**config.mk**
```make
export PLATFORM = sky130hd
export DESIGN_NAME = equation_evaluator
export DESIGN_NICKNAME = d
export VERILOG_FILES = /design/src/rtl/equation_pkg.sv /design/src/rtl/hit_priority_encoder.sv /design/src/rtl/equation_evaluator.sv
export SDC_FILE = /design/constraint.sdc
export NUM_CORES = 1
export LEC_CHECK = 0
export ABC_AREA = 1
export BUFFER_PORTS_ARGS = -buffer_cell sky130_fd_sc_hd__buf_2
export CAP_MARGIN = 20
export CORE_ASPECT_RATIO = 1.1
export CORE_MARGIN = 2
export CORE_UTILIZATION = 55
export DETAILED_ROUTE_END_ITERATION = 8
export MAX_ROUTING_LAYER = met4
export PLACE_DENSITY = 0.8
export SLEW_MARGIN = 20
export SYNTH_ARGS = -nofsm -noshare
export SYNTH_HDL_FRONTEND = slang
export SYNTH_SLANG_ARGS = --single-unit
```
**constraint.sdc**
```tcl
create_clock -name clk -period 3.1 [get_ports clk]
set_input_delay 0.62 -clock clk [delete_from_list [all_inputs] [get_ports clk]]
set_output_delay 0.62 -clock clk [all_outputs]
set_load 0.03 [all_outputs]
```
**src/rtl/equation_pkg.sv**
```systemverilog
// Shared types, widths and the saturating arithmetic used by the equation evaluator.
//   state_t   : evaluator FSM states
//   op_t      : latched operator (OP_PLUS, OP_MINUS)
//   VAL_W     : width of a number sprite value
//   ACC_W     : width of the signed running equation value
//   ACC_MAX/ACC_MIN : saturation limits of the running value
//   apply_op  : acc +/- zero-extended value, clamped to [ACC_MIN, ACC_MAX]
package equation_pkg;

   localparam int VAL_W = 4;
   localparam int ACC_W = 8;

   localparam logic signed [ACC_W-1:0] ACC_MAX = {1'b0, {(ACC_W-1){1'b1}}};
   localparam logic signed [ACC_W-1:0] ACC_MIN = {1'b1, {(ACC_W-1){1'b0}}};

   typedef enum logic [2:0] {
      WAIT_NUM,
      WAIT_OP,
      EVAL,
      HOLD,
      OVER
   } state_t;

   typedef enum logic {
      OP_PLUS,
      OP_MINUS
   } op_t;

   // Two guard bits are enough: |acc| <= 128 and val <= 15.
   function automatic logic signed [ACC_W-1:0] apply_op(
      input logic signed [ACC_W-1:0] acc,
      input logic [VAL_W-1:0]        val,
      input op_t                     op
   );
      logic signed [ACC_W+1:0] wide_acc;
      logic signed [ACC_W+1:0] wide_val;
      logic signed [ACC_W+1:0] wide_res;
      logic signed [ACC_W+1:0] wide_max;
      logic signed [ACC_W+1:0] wide_min;
      wide_acc = {{2{acc[ACC_W-1]}}, acc};
      wide_val = {{(ACC_W+2-VAL_W){1'b0}}, val};
      wide_max = {{3{1'b0}}, {(ACC_W-1){1'b1}}};
      wide_min = {{3{1'b1}}, {(ACC_W-1){1'b0}}};
      if (op == OP_MINUS) wide_res = wide_acc - wide_val;
      else                wide_res = wide_acc + wide_val;
      if (wide_res > wide_max)      apply_op = ACC_MAX;
      else if (wide_res < wide_min) apply_op = ACC_MIN;
      else                          apply_op = wide_res[ACC_W-1:0];
   endfunction

endpackage

```
**src/rtl/hit_priority_encoder.sv**
```systemverilog
// Reduces the per-sprite hit pulse vector to a valid flag and the lowest set index.
//   hit   : one-hot-ish collision pulses, one bit per number sprite
//   valid : any bit of hit set
//   idx   : index of the lowest set bit (0 when none set)
module hit_priority_encoder #(
   parameter int NUMBERS = 3,
   parameter int IDX_W   = (NUMBERS > 1) ? $clog2(NUMBERS) : 1
) (
   input  logic [NUMBERS-1:0] hit,
   output logic               valid,
   output logic [IDX_W-1:0]   idx
);

   // Scanning downward lets the lowest set bit overwrite any higher one.
   always_comb begin
      valid = |hit;
      idx   = '0;
      for (int i = NUMBERS - 1; i >= 0; i--) begin
         if (hit[i]) idx = IDX_W'(i);
      end
   end

endmodule

```
**src/rtl/equation_evaluator.sv**
```systemverilog
// Game equation evaluator: collects number/operator hits into a signed running value,
// compares it against the target, and tracks score, lives and game over.
//   clk, resetN        : clock, async active-low reset
//   startOfFrame       : one pulse per video frame (paces the result hold)
//   numberHit/Value    : number sprite collision pulses and their 4-bit values
//   operandHit         : bit0 plus, bit1 minus collision pulses
//   targetValue        : signed target of the current equation
//   newGame            : restart score, lives and equation
//   accValue/termCount : running value and numbers consumed
//   score/lives        : equations solved, remaining lives
//   winPulse/losePulse : one-cycle result pulses
//   expectOperand      : next valid hit is an operand
//   gameOver           : sticky, lives exhausted
//
// state    | meaning
// WAIT_NUM | waiting for a number hit
// WAIT_OP  | waiting for an operand hit
// EVAL     | one cycle: compare value against target / term limit
// HOLD     | result shown for HOLD_FRAMES frames
// OVER     | no lives left, waits for newGame
module equation_evaluator
   import equation_pkg::*;
#(
   parameter int NUMBERS     = 3,
   parameter int MAX_TERMS   = 4,
   parameter int HOLD_FRAMES = 60,
   parameter int START_LIVES = 3
) (
   input  logic                          clk,
   input  logic                          resetN,
   input  logic                          startOfFrame,
   input  logic [NUMBERS-1:0]            numberHit,
   input  logic [NUMBERS-1:0][VAL_W-1:0] numberValue,
   input  logic [1:0]                    operandHit,
   input  logic signed [ACC_W-1:0]       targetValue,
   input  logic                          newGame,
   output logic signed [ACC_W-1:0]       accValue,
   output logic [2:0]                    termCount,
   output logic [7:0]                    score,
   output logic [1:0]                    lives,
   output logic                          winPulse,
   output logic                          losePulse,
   output logic                          expectOperand,
   output logic                          gameOver
);

   localparam int IDX_W   = (NUMBERS > 1) ? $clog2(NUMBERS) : 1;
   localparam int TERM_W  = ($clog2(MAX_TERMS + 1) > 3) ? $clog2(MAX_TERMS + 1) : 3;
   localparam int FRAME_W = (HOLD_FRAMES > 1) ? $clog2(HOLD_FRAMES + 1) : 1;

   state_t                  state_q, state_d;
   logic signed [ACC_W-1:0] acc_q, acc_d;
   logic [TERM_W-1:0]       term_q, term_d;
   op_t                     op_q, op_d;
   logic [7:0]              score_q, score_d;
   logic [1:0]              lives_q, lives_d;
   logic [FRAME_W-1:0]      frame_q, frame_d;
   logic                    win_q, win_d;
   logic                    lose_q, lose_d;
   logic                    over_q, over_d;
   logic                    expop_q, expop_d;

   logic                    hit_valid;
   logic [IDX_W-1:0]        hit_idx;
   logic [VAL_W-1:0]        hit_val;

   hit_priority_encoder #(
      .NUMBERS (NUMBERS),
      .IDX_W   (IDX_W)
   ) u_hit_enc (
      .hit   (numberHit),
      .valid (hit_valid),
      .idx   (hit_idx)
   );

   assign hit_val = numberValue[hit_idx];

   always_ff @(posedge clk or negedge resetN) begin
      if (!resetN) begin
         state_q <= WAIT_NUM;
         acc_q   <= '0;
         term_q  <= '0;
         op_q    <= OP_PLUS;
         score_q <= '0;
         lives_q <= 2'(START_LIVES);
         frame_q <= '0;
         win_q   <= 1'b0;
         lose_q  <= 1'b0;
         over_q  <= 1'b0;
         expop_q <= 1'b0;
      end else begin
         state_q <= state_d;
         acc_q   <= acc_d;
         term_q  <= term_d;
         op_q    <= op_d;
         score_q <= score_d;
         lives_q <= lives_d;
         frame_q <= frame_d;
         win_q   <= win_d;
         lose_q  <= lose_d;
         over_q  <= over_d;
         expop_q <= expop_d;
      end
   end

   always_comb begin
      state_d = state_q;
      acc_d   = acc_q;
      term_d  = term_q;
      op_d    = op_q;
      score_d = score_q;
      lives_d = lives_q;
      frame_d = frame_q;
      win_d   = 1'b0;
      lose_d  = 1'b0;
      over_d  = over_q;

      if (newGame) begin
         state_d = WAIT_NUM;
         acc_d   = '0;
         term_d  = '0;
         op_d    = OP_PLUS;
         score_d = '0;
         lives_d = 2'(START_LIVES);
         frame_d = '0;
         over_d  = 1'b0;
      end else begin
         case (state_q)
            WAIT_NUM: begin
               if (hit_valid) begin
                  if (term_q == '0) acc_d = {{(ACC_W-VAL_W){1'b0}}, hit_val};
                  else              acc_d = apply_op(acc_q, hit_val, op_q);
                  term_d  = term_q + TERM_W'(1);
                  state_d = EVAL;
               end
            end
            WAIT_OP: begin
               if (operandHit[0]) begin
                  op_d    = OP_PLUS;
                  state_d = WAIT_NUM;
               end else if (operandHit[1]) begin
                  op_d    = OP_MINUS;
                  state_d = WAIT_NUM;
               end
            end
            EVAL: begin
               if (acc_q == targetValue) begin
                  win_d   = 1'b1;
                  if (score_q != 8'hFF) score_d = score_q + 8'd1;
                  frame_d = FRAME_W'(HOLD_FRAMES);
                  state_d = HOLD;
               end else if (term_q == TERM_W'(MAX_TERMS)) begin
                  lose_d  = 1'b1;
                  if (lives_q != 2'd0) lives_d = lives_q - 2'd1;
                  frame_d = FRAME_W'(HOLD_FRAMES);
                  state_d = HOLD;
               end else begin
                  state_d = WAIT_OP;
               end
            end
            HOLD: begin
               if (startOfFrame) begin
                  // <= 1 so a zero hold length still releases after one frame
                  if (frame_q <= FRAME_W'(1)) begin
                     frame_d = '0;
                     acc_d   = '0;
                     term_d  = '0;
                     op_d    = OP_PLUS;
                     if (lives_q == 2'd0) begin
                        state_d = OVER;
                        over_d  = 1'b1;
                     end else begin
                        state_d = WAIT_NUM;
                     end
                  end else begin
                     frame_d = frame_q - FRAME_W'(1);
                  end
               end
            end
            OVER: begin
               over_d = 1'b1;
            end
            default: begin
               state_d = WAIT_NUM;
            end
         endcase
      end

      expop_d = (state_d == WAIT_OP);
   end

   assign accValue      = acc_q;
   // Counter may be wider than the 3-bit port for long equations; saturate the view.
   assign termCount     = (|(term_q >> 3)) ? 3'd7 : term_q[2:0];
   assign score         = score_q;
   assign lives         = lives_q;
   assign winPulse      = win_q;
   assign losePulse     = lose_q;
   assign expectOperand = expop_q;
   assign gameOver      = over_q;

endmodule

```
==> flow_summary.json <==
{
  "status": "finished clean",
  "p_int_mw": 1.154,
  "cp_max_fo": 5,
  "fin_ws_ns": 0.1296,
  "htree_levels": 2,
  "synth_top_area_share_pct": 31.04,
  "seqPwrFrac_pct": 29.3,
  "rsz0062_at_grt": "true",
  "cts_tree": "yes",
  "totalWireLength_um": 7023,
  "yosys_warnings": 0,
  "die_area_mm2": 0.005410,
  "combPwrFrac_pct": 51.8,
  "wl_per_cell_um": 13.20,
  "power_density_mw_per_mm2": 569.0,
  "rr_worst_depth": 15,
  "finalSetupTns_ns": 0,
  "grt_pass1_vias": 2600,
  "netlist_instances": 388,
  "initial_core_util_pct": 57.18,
  "critPathLaunchType": "primary input",
  "crit_required_ns": 3.28,
  "drive_gt1_share_pct": 29.83,
  "cp_num_buf_inv": 3,
  "r2r_setup_slack_ns": 0.77,
  "die_w_um": 70.31,
  "hpwl_um": 5282,
  "ir_worst_vdd_mv": 0.2995,
  "detail-route-antenna-nets": 0,
  "syn_area_per_cell_um2": 6.856,
  "finalCritPeriodShare_pct": 95.82,
  "coreArea_mm2": 0.004652,
  "cts-buffers-inserted": 5,
  "cap_violations": 0,
  "ctsLongestPathBuffers": 2,
  "ys_types": 31,
  "dominantRegCellSynth": "dfrtp_1",
  "final_area_mm2": 0.003437,
  "drc": 0,
  "place_area_mm2": 0.003183,
  "dp_worst_setup_slack_ns": -0.4176,
  "final_hold_viol_count": 0,
  "cpMaxStageDelayCell": "a31oi_2",
  "drt-vias-per-instance": 5.224,
  "worst_pin_slew_ns": 0.8145,
  "power_mw": 1.956,
  "cts_root_buf": "clkbuf_8",
  "ioPinCount": 54,
  "finClkSkew_ns": 0.008742,
  "synth_most_common_cell": "nand2_1",
  "via_count": 2779,
  "grt_first_pass_wirelength_um": 11760,
  "clk_pin_slew_worst_paths_ns": 0.08,
  "slowest_delay_ns": 0.26,
  "nNetsFinal": 521,
  "gp_congestion": 0.9388,
  "grt_max_degree": 36,
  "power.leakage_nw": 1.901,
  "synth-edff-count": 0,
  "grt_overflow": 0,
  "ys_seq_elements": 35,
  "p_sw_share_pct": 41.02,
  "drt_iter0_markers": 142,
  "dieHeight_um": 76.94,
  "place.port_buffers": 53,
  "timing.slew.headroom_pct": 45.70,
  "diodes": 0,
  "synthTopCellsByArea": "dfrtp_1 31%, nand2_1 16%, inv_1 8.5%, ha_1 7.5%, nor2_1 5.4%",
  "cp.arrival_ns": 3.15,
  "power.share.clock_pct": 19.0,
  "worstSkewPairLatency_ns": 0.29,
  "crit_cells": 20,
  "ys_top_cells_by_count": "111 x nand2_1, 60 x inv_1, 38 x nor2_1",
  "async_flop_share_pct": 100.0,
  "path_class": "primary input to register",
  "fmax_ghz": 0.3367,
  "cp_top_family": "simple AND/OR/NAND/NOR gates",
  "synth_top_area_cell": "dfrtp_1",
  "area_growth_pct": 29.21,
  "setup_viol": 0,
  "drtPass1Iterations": 4,
  "endpoint_kind": "register",
  "synth_area_mm2": 0.002660,
  "ys_seq_area_share_pct": 33.02,
  "maxSlewViolCount": 0,
  "p_sw_mw": 0.8022,
  "clock-sinks": 35,
  "grt_util_all_layers_pct": 27.80,
  "antenna_found_initial": 0,
  "fin_crit_ns": 2.970,
  "row_count": 26,
  "cp_cell_sequence": "buf_8, inv_4, nand2_4, or2_4, o211ai_1, o21ai_2, nor2_2, ha_1, o21ai_2, ha_4, a21oi_2, o21ai_2, a31oi_2, inv_1, nand3_2, nand3_4, nand2_1, nand2_2, nand2_1, nand2_1",
  "syn_nets": 434,
  "cts_hold_buf": 0,
  "min_path_type": "primary input to async pin"
}
[metal layers]
layer | vias to the layer above | wire [um] | share of wire [%] | global-route usage, %
li1 | 1397 | - | - | -
met1 | 1283 | 3025 | 43 | 34.68
met2 | 81 | 3524 | 50 | 46.51
met3 | 18 | 298 | 4.2 | 4.205
met4 | 0 | 174 | 2.5 | 8.462
met5 | - | 0 | 0 | -
[kinds of logic after synthesis]
logic type / after synthesis / synth area share (%)
and+or+nand+nor: 205 / 33.87
buffers and inverters: 68 / 9.736
AOI/OAI and AO/OA: 45 / 9.172
DFF: 35 / 33.02
xor gates and xnor gates: 18 / 5.927
adders and majority gates: 17 / 8.278
[sequential cells by signal, summed over array words and instances (netlist names)]
signal,count
gameOver,1
losePulse,1
op_q,1
state_q,3
winPulse,1
expectOperand,1
lives,2
score,8
termCount,3
frame_q,6
accValue,8
[power groups by stage]
stage	registers [mW]	logic (mW)	clock network, mW
CTS	0.573	0.929	0.381
finish	0.573	1.01	0.371
global route	0.583	1.12	0.399
floorplan	0.625	0.522	0
detailed placement	0.577	0.894	0
global placement	0.576	0.868	0
[final cells by class]
class | instances | area, um2
flip-flops and latches | 35 | 878.3
fillers | 370 | 1215
multi-input cells | 285 | 1637
repair buffers | 83 | 504.2
clock buffers | 8 | 100.1
inverters | 65 | 247.7
well taps | 56 | 70.07
[cell usage in the layout, fill, tap and decap left out, drive strengths merged, types with 6 or more instances in the layout]
master	synthesis	routed
a21oi	9	9
buf	2	83
clkbuf	1	8
dfrtp	33	33
ha	16	16
inv	63	63
nand2	119	119
nand3	25	25
nand4	7	7
nor2	41	41
nor3	6	6
o21ai	31	31
xnor2	8	8
xor2	10	10
[worst register-to-register path, stage by stage (launching register included)]
cell and delay [ns]:
dfrtp_1 0.44, inv_1 0.15, o21ai_2 0.24, inv_1 0.07
ha_1 0.27, nand2_1 0.07, o21ai_2 0.14, nand2_1 0.06
o211ai_1 0.15, xor2_1 0.26, nand3_2 0.13, nand2_2 0.09
inv_2 0.05, nand2_1 0.06, nand2_1 0.05, nand2_1 0.06
[final timing paths]
path | start | to
hold / removal | resetN | accValue[7]
max in group asynchronous | resetN | op_q
hold reg to reg | gameOver | gameOver
setup / recovery | numberHit[0] | accValue[1]
setup reg to reg | op_q | accValue[3]
min in group clk | gameOver | gameOver
[per-stage QoR]
step	util, %	hold WS [ns]	std cells
final	73.88	0.3980	532
after global routing	73.88	0.4842	532
after CTS	71.57	0.4385	529
after detailed placement	68.42	0.4913	520
after global placement	68.42	0.4905	520
after floorplan	-	0.3244	388
[what timing repair did]
action                                  CTS  global route
resized for setup                         7            27
setup buffers                             1             3
cloned                                    0             0
pin swaps                                 8            16
endpoints found under the setup margin    7             8
endpoints found under the hold margin     0             0
Power figures use the tool's default switching activity.
